### src/rtl/maxnet_feeder.sv
// Front-end for the Maxnet winner-take-all core: buffers four sanitised float32
// candidates, fires Maxnet, waits (bounded) for completion and returns the result.
module maxnet_feeder #(
    parameter int WIDTH   = 32,
    parameter int TIMEOUT = 1024,
    parameter int TW      = 11
) (
    input  logic             clk,
    input  logic             rst,
    input  logic [WIDTH-1:0] in_data,
    input  logic             in_valid,
    output logic             in_ready,
    output logic [WIDTH-1:0] mx_a0,
    output logic [WIDTH-1:0] mx_a1,
    output logic [WIDTH-1:0] mx_a2,
    output logic [WIDTH-1:0] mx_a3,
    output logic             mx_start,
    input  logic             mx_done,
    input  logic [WIDTH-1:0] mx_result,
    output logic [WIDTH-1:0] res_data,
    output logic             res_valid,
    input  logic             res_ready,
    output logic             res_timeout,
    output logic             res_clamped,
    output logic             busy
);

    typedef enum logic [1:0] {
        LOAD,
        FIRE,
        WAIT,
        OUT
    } state_t;

    localparam logic [TW-1:0]    TimerOne  = TW'(1);
    localparam logic [TW-1:0]    TimerLast = TW'(TIMEOUT - 1);
    localparam logic [WIDTH-1:0] MaxFinite = WIDTH'(32'h7F7FFFFF);

    state_t           state_q, state_d;
    logic [1:0]       cnt_q, cnt_d;
    logic [TW-1:0]    timer_q, timer_d;
    logic             sticky_q, sticky_d;
    logic [WIDTH-1:0] slot_q [4];
    logic [WIDTH-1:0] slot_d [4];
    logic [WIDTH-1:0] resData_q, resData_d;
    logic             resTimeout_q, resTimeout_d;
    logic             resClamped_q, resClamped_d;

    logic [7:0]       inExp;
    logic [22:0]      inMan;
    logic [WIDTH-1:0] sanWord;
    logic             sanClamp;

    assign inExp = in_data[30:23];
    assign inMan = in_data[22:0];

    // Map the candidate into Maxnet's legal domain; -0 becomes +0 silently.
    always_comb begin
        sanWord  = in_data;
        sanClamp = 1'b0;
        if (inExp == 8'hFF && inMan != 23'd0) begin
            sanWord  = '0;
            sanClamp = 1'b1;
        end else if (in_data[31]) begin
            sanWord  = '0;
            sanClamp = (in_data[30:0] != 31'd0);
        end else if (inExp == 8'hFF) begin
            sanWord  = MaxFinite;
            sanClamp = 1'b1;
        end else if (inExp == 8'h00 && inMan != 23'd0) begin
            sanWord  = '0;
            sanClamp = 1'b1;
        end
    end

    always_comb begin
        state_d      = state_q;
        cnt_d        = cnt_q;
        timer_d      = timer_q;
        sticky_d     = sticky_q;
        slot_d       = slot_q;
        resData_d    = resData_q;
        resTimeout_d = resTimeout_q;
        resClamped_d = resClamped_q;
        case (state_q)
            LOAD: begin
                if (in_valid) begin
                    slot_d[cnt_q] = sanWord;
                    sticky_d      = (cnt_q == 2'd0) ? sanClamp : (sticky_q | sanClamp);
                    cnt_d         = cnt_q + 2'd1;
                    if (cnt_q == 2'd3) begin
                        state_d = FIRE;
                    end
                end
            end
            FIRE: begin
                timer_d = '0;
                state_d = WAIT;
            end
            WAIT: begin
                timer_d = timer_q + TimerOne;
                // A completion arriving on the expiry cycle still counts as success.
                if (mx_done) begin
                    resData_d    = mx_result;
                    resTimeout_d = 1'b0;
                    resClamped_d = sticky_q;
                    state_d      = OUT;
                end else if (timer_q == TimerLast) begin
                    resData_d    = '0;
                    resTimeout_d = 1'b1;
                    resClamped_d = sticky_q;
                    state_d      = OUT;
                end
            end
            OUT: begin
                if (res_ready) begin
                    state_d = LOAD;
                end
            end
            default: state_d = LOAD;
        endcase
    end

    always_ff @(posedge clk) begin
        if (rst) begin
            state_q      <= LOAD;
            cnt_q        <= 2'd0;
            timer_q      <= '0;
            sticky_q     <= 1'b0;
            slot_q[0]    <= '0;
            slot_q[1]    <= '0;
            slot_q[2]    <= '0;
            slot_q[3]    <= '0;
            resData_q    <= '0;
            resTimeout_q <= 1'b0;
            resClamped_q <= 1'b0;
        end else begin
            state_q      <= state_d;
            cnt_q        <= cnt_d;
            timer_q      <= timer_d;
            sticky_q     <= sticky_d;
            slot_q       <= slot_d;
            resData_q    <= resData_d;
            resTimeout_q <= resTimeout_d;
            resClamped_q <= resClamped_d;
        end
    end

    assign in_ready    = (state_q == LOAD) && !rst;
    assign mx_start    = (state_q == FIRE);
    assign res_valid   = (state_q == OUT);
    assign busy        = (state_q != LOAD);
    assign mx_a0       = slot_q[0];
    assign mx_a1       = slot_q[1];
    assign mx_a2       = slot_q[2];
    assign mx_a3       = slot_q[3];
    assign res_data    = resData_q;
    assign res_timeout = resTimeout_q;
    assign res_clamped = resClamped_q;

endmodule

### config.mk
export PLATFORM = sky130hd
export DESIGN_NAME = maxnet_feeder
export DESIGN_NICKNAME = d
export VERILOG_FILES = /design/src/rtl/maxnet_feeder.sv
export SDC_FILE = /design/constraint.sdc
export NUM_CORES = 1
export LEC_CHECK = 0
export CORE_ASPECT_RATIO = 1.2
export CORE_MARGIN = 3
export CORE_UTILIZATION = 48
export DETAILED_ROUTE_END_ITERATION = 12
export PLACE_DENSITY = 0.86
export SYNTH_ARGS = -nofsm -noshare
export SYNTH_HDL_FRONTEND = slang
export SYNTH_SLANG_ARGS = --single-unit
export TNS_END_PERCENT = 1
### constraint.sdc
create_clock -name clk -period 3.11 [get_ports clk]
set_input_delay 0.933 -clock clk [delete_from_list [all_inputs] [get_ports clk]]
set_output_delay 0.933 -clock clk [all_outputs]
set_load 0.03 [all_outputs]
After elaboration in Yosys (flattened, before gate mapping) --
Index checks and enable logic that the tools add are counted.
Word-level totals: input port bits 69, word-level logic and storage cells 68, register bits after elaboration 178, output and inout port bits 166
Operators by class: bitwise operators 2, muxes and demuxes 25, reductions and logical operators 16, equality and inequality tests 10, add/subtract/negate cells 2, $lt $le $gt $ge 2
Operators by type and width (number):
- 128-bit bitwise mux | 1
- 31-bit 2-to-1 mux | 4
- 32-bit 2-to-1 mux | 3
- 32-bit demux with 2-bit select | 1
- 31-bit nonzero test | 1
- 23-bit nonzero test | 1
- 11-bit case mux with 2 select lines | 1
- 11-bit by 1-bit adder with 11-bit output, second input constant | 1
- 11-bit by 10-bit == test with 1-bit output, second input constant | 1
- 2-bit 2-to-1 mux | 5
- 1-bit 2-to-1 mux | 9
- 8-bit == test, second input constant | 1
- 8-bit logical NOT | 1
- 2-bit case mux with 4 select lines | 1
- 2-bit == test, second input constant | 3
- 2-bit nonzero test | 3
- 1-bit logical AND | 4
- 2-bit logical NOT | 2
- 2-bit != test, second input constant | 2
- 2-bit AND reduction | 2
- 4-bit AND reduction | 1
- 3-bit >= comparator, second input constant | 1
- 3-bit by 1-bit < comparator with 1-bit output, second input constant | 1
- 3-bit != test, second input constant | 1
- 6 further kinds | 6

Depth between registers and ports, before layout --
Gate-level depths: netlist of the first run.
depth after elaboration 8, gate-level depth with buffers 8

Worst setup path before layout of the first run --
No wires, ideal clock.
path kind input -> output, start point in rst, end point out in_ready, setup slack 0.456 ns, stages 3, buffers on the path 2, data arrival time 1.721 ns, cell sequence clkbuf_1 clkbuf_1 nor2_1
On the way: longest elaborated chain between the ends 2
Ends and longest elaborated chain:
- start, declared | line 9 | input logic rst,
- 1-bit logical NOT | line 149 | assign in_ready = (state_q == LOAD) && !rst;
- 1-bit logical AND | line 149
- end, declared | line 12 | output logic in_ready,
Every way passes these cells.

Final worst setup path of the first run --
start point reg state_q[0], end point out busy
On the way: longest elaborated chain between the ends 1
Ends and longest elaborated chain:
- start, declared | line 39 | state_t state_q, state_d;
- start signal, assigned | line 138 | state_q <= state_d;
- 2-bit nonzero test | line 152 | assign busy = (state_q != LOAD);
- end, declared | line 25 | output logic busy
Every way passes these cells.

==> metrics.md, run 1 <==
| Metric | Value |
|---|---|
| Status | complete, no violations |
| Worst reg2reg path endpoint | mx_a1[13] |
| Crit path time final | 2.88 ns |
| Post-DRT Antenna Nets | 0 |
| TritonCTS Buffers | 17 |
| Final Setup Violations | 0 |
| Core box area | 12800 um2 |
| Max-Cap Viols | 0 |
| Worst-path clk slew | 0.07 ns |
| Syn Area/Cell | 9.92 um2 |
| Largest net degree at the start of global routing | 59 |
| Vias in the first global route | 5997 |
| Die Span Y | 132 um |
| DRC | 0 |
| Asr flop ratio synth | 0% |
| CTS H-Tree Depth | 4 |
| Count of pins over their slew limit | 0 |
| P per Cell Area | 609 nW/um2 |
| Max VDD drop | 359 uV |
| Highest clock rate | 347 MHz |
| Final period util | 92.7% |
| RSZ-0062 raised after global routing | false |
| R2R Path Start | state_q[0] |
| Pre-CTS WS | -0.0942 ns |
| Placed cell area | 8790 um2 |
| Number of diodes | 0 |
| Final WS setup | 0.228 ns |
| Post-synthesis sequential area ratio | 55.1% |
| CTS Buffer Depth | 2 |
| Overall die area | 14600 um2 |
| Latest clock arrival within the worst-skew pair | 0.42 ns |
| Slew HR | 27.3% |
| Crit path max fanout | 7 |
| Sequential Area | 3480 um2 |
| Number of synthesized register bits | 174 |
| Layout net count | 936 |
| CTS tree | built |
| I/O pin cnt | 235 |
| Initial drt markers | 323 |
| Most frequent cells in the layout | clkdlybuf4s50_1 (229), dfxtp_1 (174), nand2_1 (108) |
| # clock sinks | 174 |
| Vias per cell | 5.81 |
| Hpwl dp | 14200 um |
| # Post-CTS Setup Buffers | 0 |
| Area of the multi-input gates | 2540 um2 |
| CP Data Arrival Time | 1.95 ns |
| Number of distinct library cells after synthesis | 37 |
| First drt pass iteration count | 6 |
| Synthesis Warnings | 0 |
| Critical Path RT | 2.18 ns |
| Fill cells | 891 |
| Post-synth EDFFs | 0 |
| Mapped Area | 6320 um2 |
| First-pass GRT wire length | 30900 um |
| Commonest non-fill, non-tap cell in the layout | clkdlybuf4s50_1 |
| Main flop type after synthesis | dfxtp_1 |
| Worst Hold Depth | 2 |
| RD Place Congestion | 0.834 |
| FF-to-FF path depth | 7 |
| Design area | 9360 um2 |
| Crit path launch type | flop |
| Post-cts repair resize count | 0 |
| # rows | 45 |
| Antenna violations before repair | 0 |
| Layout cell share with drive strength beyond 1 | 7.70% |
| Final WL | 19500 um |
| Starting density of the core | 49.5% |
| Worst hold path class | reg2reg |
| Hold EP | mx_a0[5] |
| Hold Crit Start | mx_a0[5] |
| Vias post-DR | 6007 |
| Worst Tran Pin Value | 1.08 ns |
| Setup CP Type | reg2out |
| GR Overflow Total | 0 |
| Hold buffer count at CTS | 0 |
| LEAKAGE | 0.00338 uW |
| Total GRT Usage | 26.0% |
| Syn Inst Count | 637 |
| IO Port Bufs | 230 |
| P&R area growth vs syn | 48.1% |
| Reg2reg setup slack | 0.85 ns |
| Clock Skew | 0.0109 ns |
| Root buf cell | clkbuf_16 |
| Critical path endpoint category | output pin |
| Final Hold Viols | 0 |
| WL/cell | 18.8 um |
| DIE WIDTH | 111 um |
## cells in the mapped netlist (2+ instances only)
| library cell | n | area share [%] |
|---|---|---|
| dfxtp_1 | 174 | 55 |
| nand2_1 | 108 | 6.4 |
| o31ai_1 | 92 | 11 |
| nor2_1 | 43 | 2.6 |
| clkbuf_1 | 41 | 2.4 |
| a22o_1 | 32 | 4.4 |
| a32o_1 | 28 | 4.4 |
| inv_1 | 12 | 0.71 |
| a21oi_1 | 11 | 0.87 |
| nand4_1 | 11 | 1.1 |
| nor4_1 | 11 | 1.1 |
| ha_1 | 10 | 2.0 |
| and2_1 | 9 | 0.89 |
| buf_6 | 9 | 1.6 |
| xnor2_1 | 6 | 0.83 |
| and3_1 | 4 | 0.40 |
| buf_4 | 4 | 0.48 |
| o21ai_0 | 4 | 0.32 |
| xor2_1 | 4 | 0.55 |
| mux2i_1 | 3 | 0.48 |
| nand3_1 | 3 | 0.24 |
| nor3_1 | 2 | 0.16 |
| or2_2 | 2 | 0.20 |
## worst max-delay path: stages (launching register included)
cell and delay, ns:
dfxtp_1 0.36, inv_1 0.10, ha_1 0.28, inv_1 0.11, clkdlybuf4s50_1 0.68
## final cells by class
| type | instances | area share (%) |
|---|---|---|
| Sequential cell | 174 | 37.2 |
| Multi-Input combinational cell | 400 | 27.2 |
| Timing Repair Buffer | 252 | 26.9 |
| Clock buffer | 17 | 4.55 |
| Tap cell | 164 | 2.19 |
| Clock inverter | 15 | 1.54 |
| Inverter | 12 | 0.481 |
## power breakdown
part,total [uW],switching (uW),internal (uW)
combinational,1230,772,461
clock,2020,955,1070
sequential,2450,87.6,2360
## how the worst max path moves through the flow
stage	from	to	slack, ns	cells after the start
4_1_cts	state_q[0]	busy	0.19	4
5_1_grt	state_q[0]	busy	0.14	4
3_5_place_dp	in_data[11]	mx_a0[0]	-0.09	7
3_3_place_gp	in_data[11]	mx_a3[17]	0.07	7
2_1_floorplan	rst	in_ready	0.46	3
6_report	state_q[0]	busy	0.23	4
## flip-flops by register name, summed over array words and instances, names as in the netlist
name / count
cnt_q: 2
mx_a0: 31
mx_a1: 31
mx_a2: 31
mx_a3: 31
res_clamped: 1
res_data: 32
res_timeout: 1
state_q: 2
sticky_q: 1
timer_q: 11
## cell families (layout without fill, tap and decap cells)
group / count (synthesis) / in the layout / share of synthesized area (%)
fa+ha+maj: 10 / 10 / 1.98
compound gates: 177 / 177 / 22.4
other cells: 1 / 4 / 0.0593
flops: 174 / 174 / 55.1
simple gates: 196 / 196 / 13.4
mux: 3 / 3 / 0.475
xor+xnor: 10 / 10 / 1.39
buf+inv: 66 / 296 / 5.23
## stage by stage
stage	total power (uW)	std cells	hold WS, ns	utilization [%]	setup TNS, ns
floorplan	3190	640	0.471	-	0
detailed placement	3720	1002	0.438	68.8	-0.934
CTS	5720	1034	0.454	73.2	0
global route	5910	1034	0.474	73.2	0
global placement	3670	1002	0.434	68.8	0
finish	5700	1034	0.452	73.2	0
## per-layer routing
layer / GRT usage, % / share of wire, %
met3: 7.00 / 8.6
met4: 11.6 / 2.9
met1: 29.5 / 38
met2: 45.5 / 50
met5: 0 / 0
Note: power is estimated with default switching activity, not from simulation.
==> inputs of run 2 (changes only) <==
--- a/config.mk
+++ b/config.mk
@@ -5,9 +5,11 @@
 export SDC_FILE = /design/constraint.sdc
 export NUM_CORES = 1
 export LEC_CHECK = 0
+export ABC_CLOCK_PERIOD_IN_PS = 3110
 export CORE_ASPECT_RATIO = 1.2
 export CORE_MARGIN = 3
 export CORE_UTILIZATION = 48
+export CTS_CLUSTER_DIAMETER = 80
 export DETAILED_ROUTE_END_ITERATION = 12
 export PLACE_DENSITY = 0.86
 export SYNTH_ARGS = -nofsm -noshare
==> results of run 2 <==
The final DEF is identical to that of run 1; final timing and power are the same.
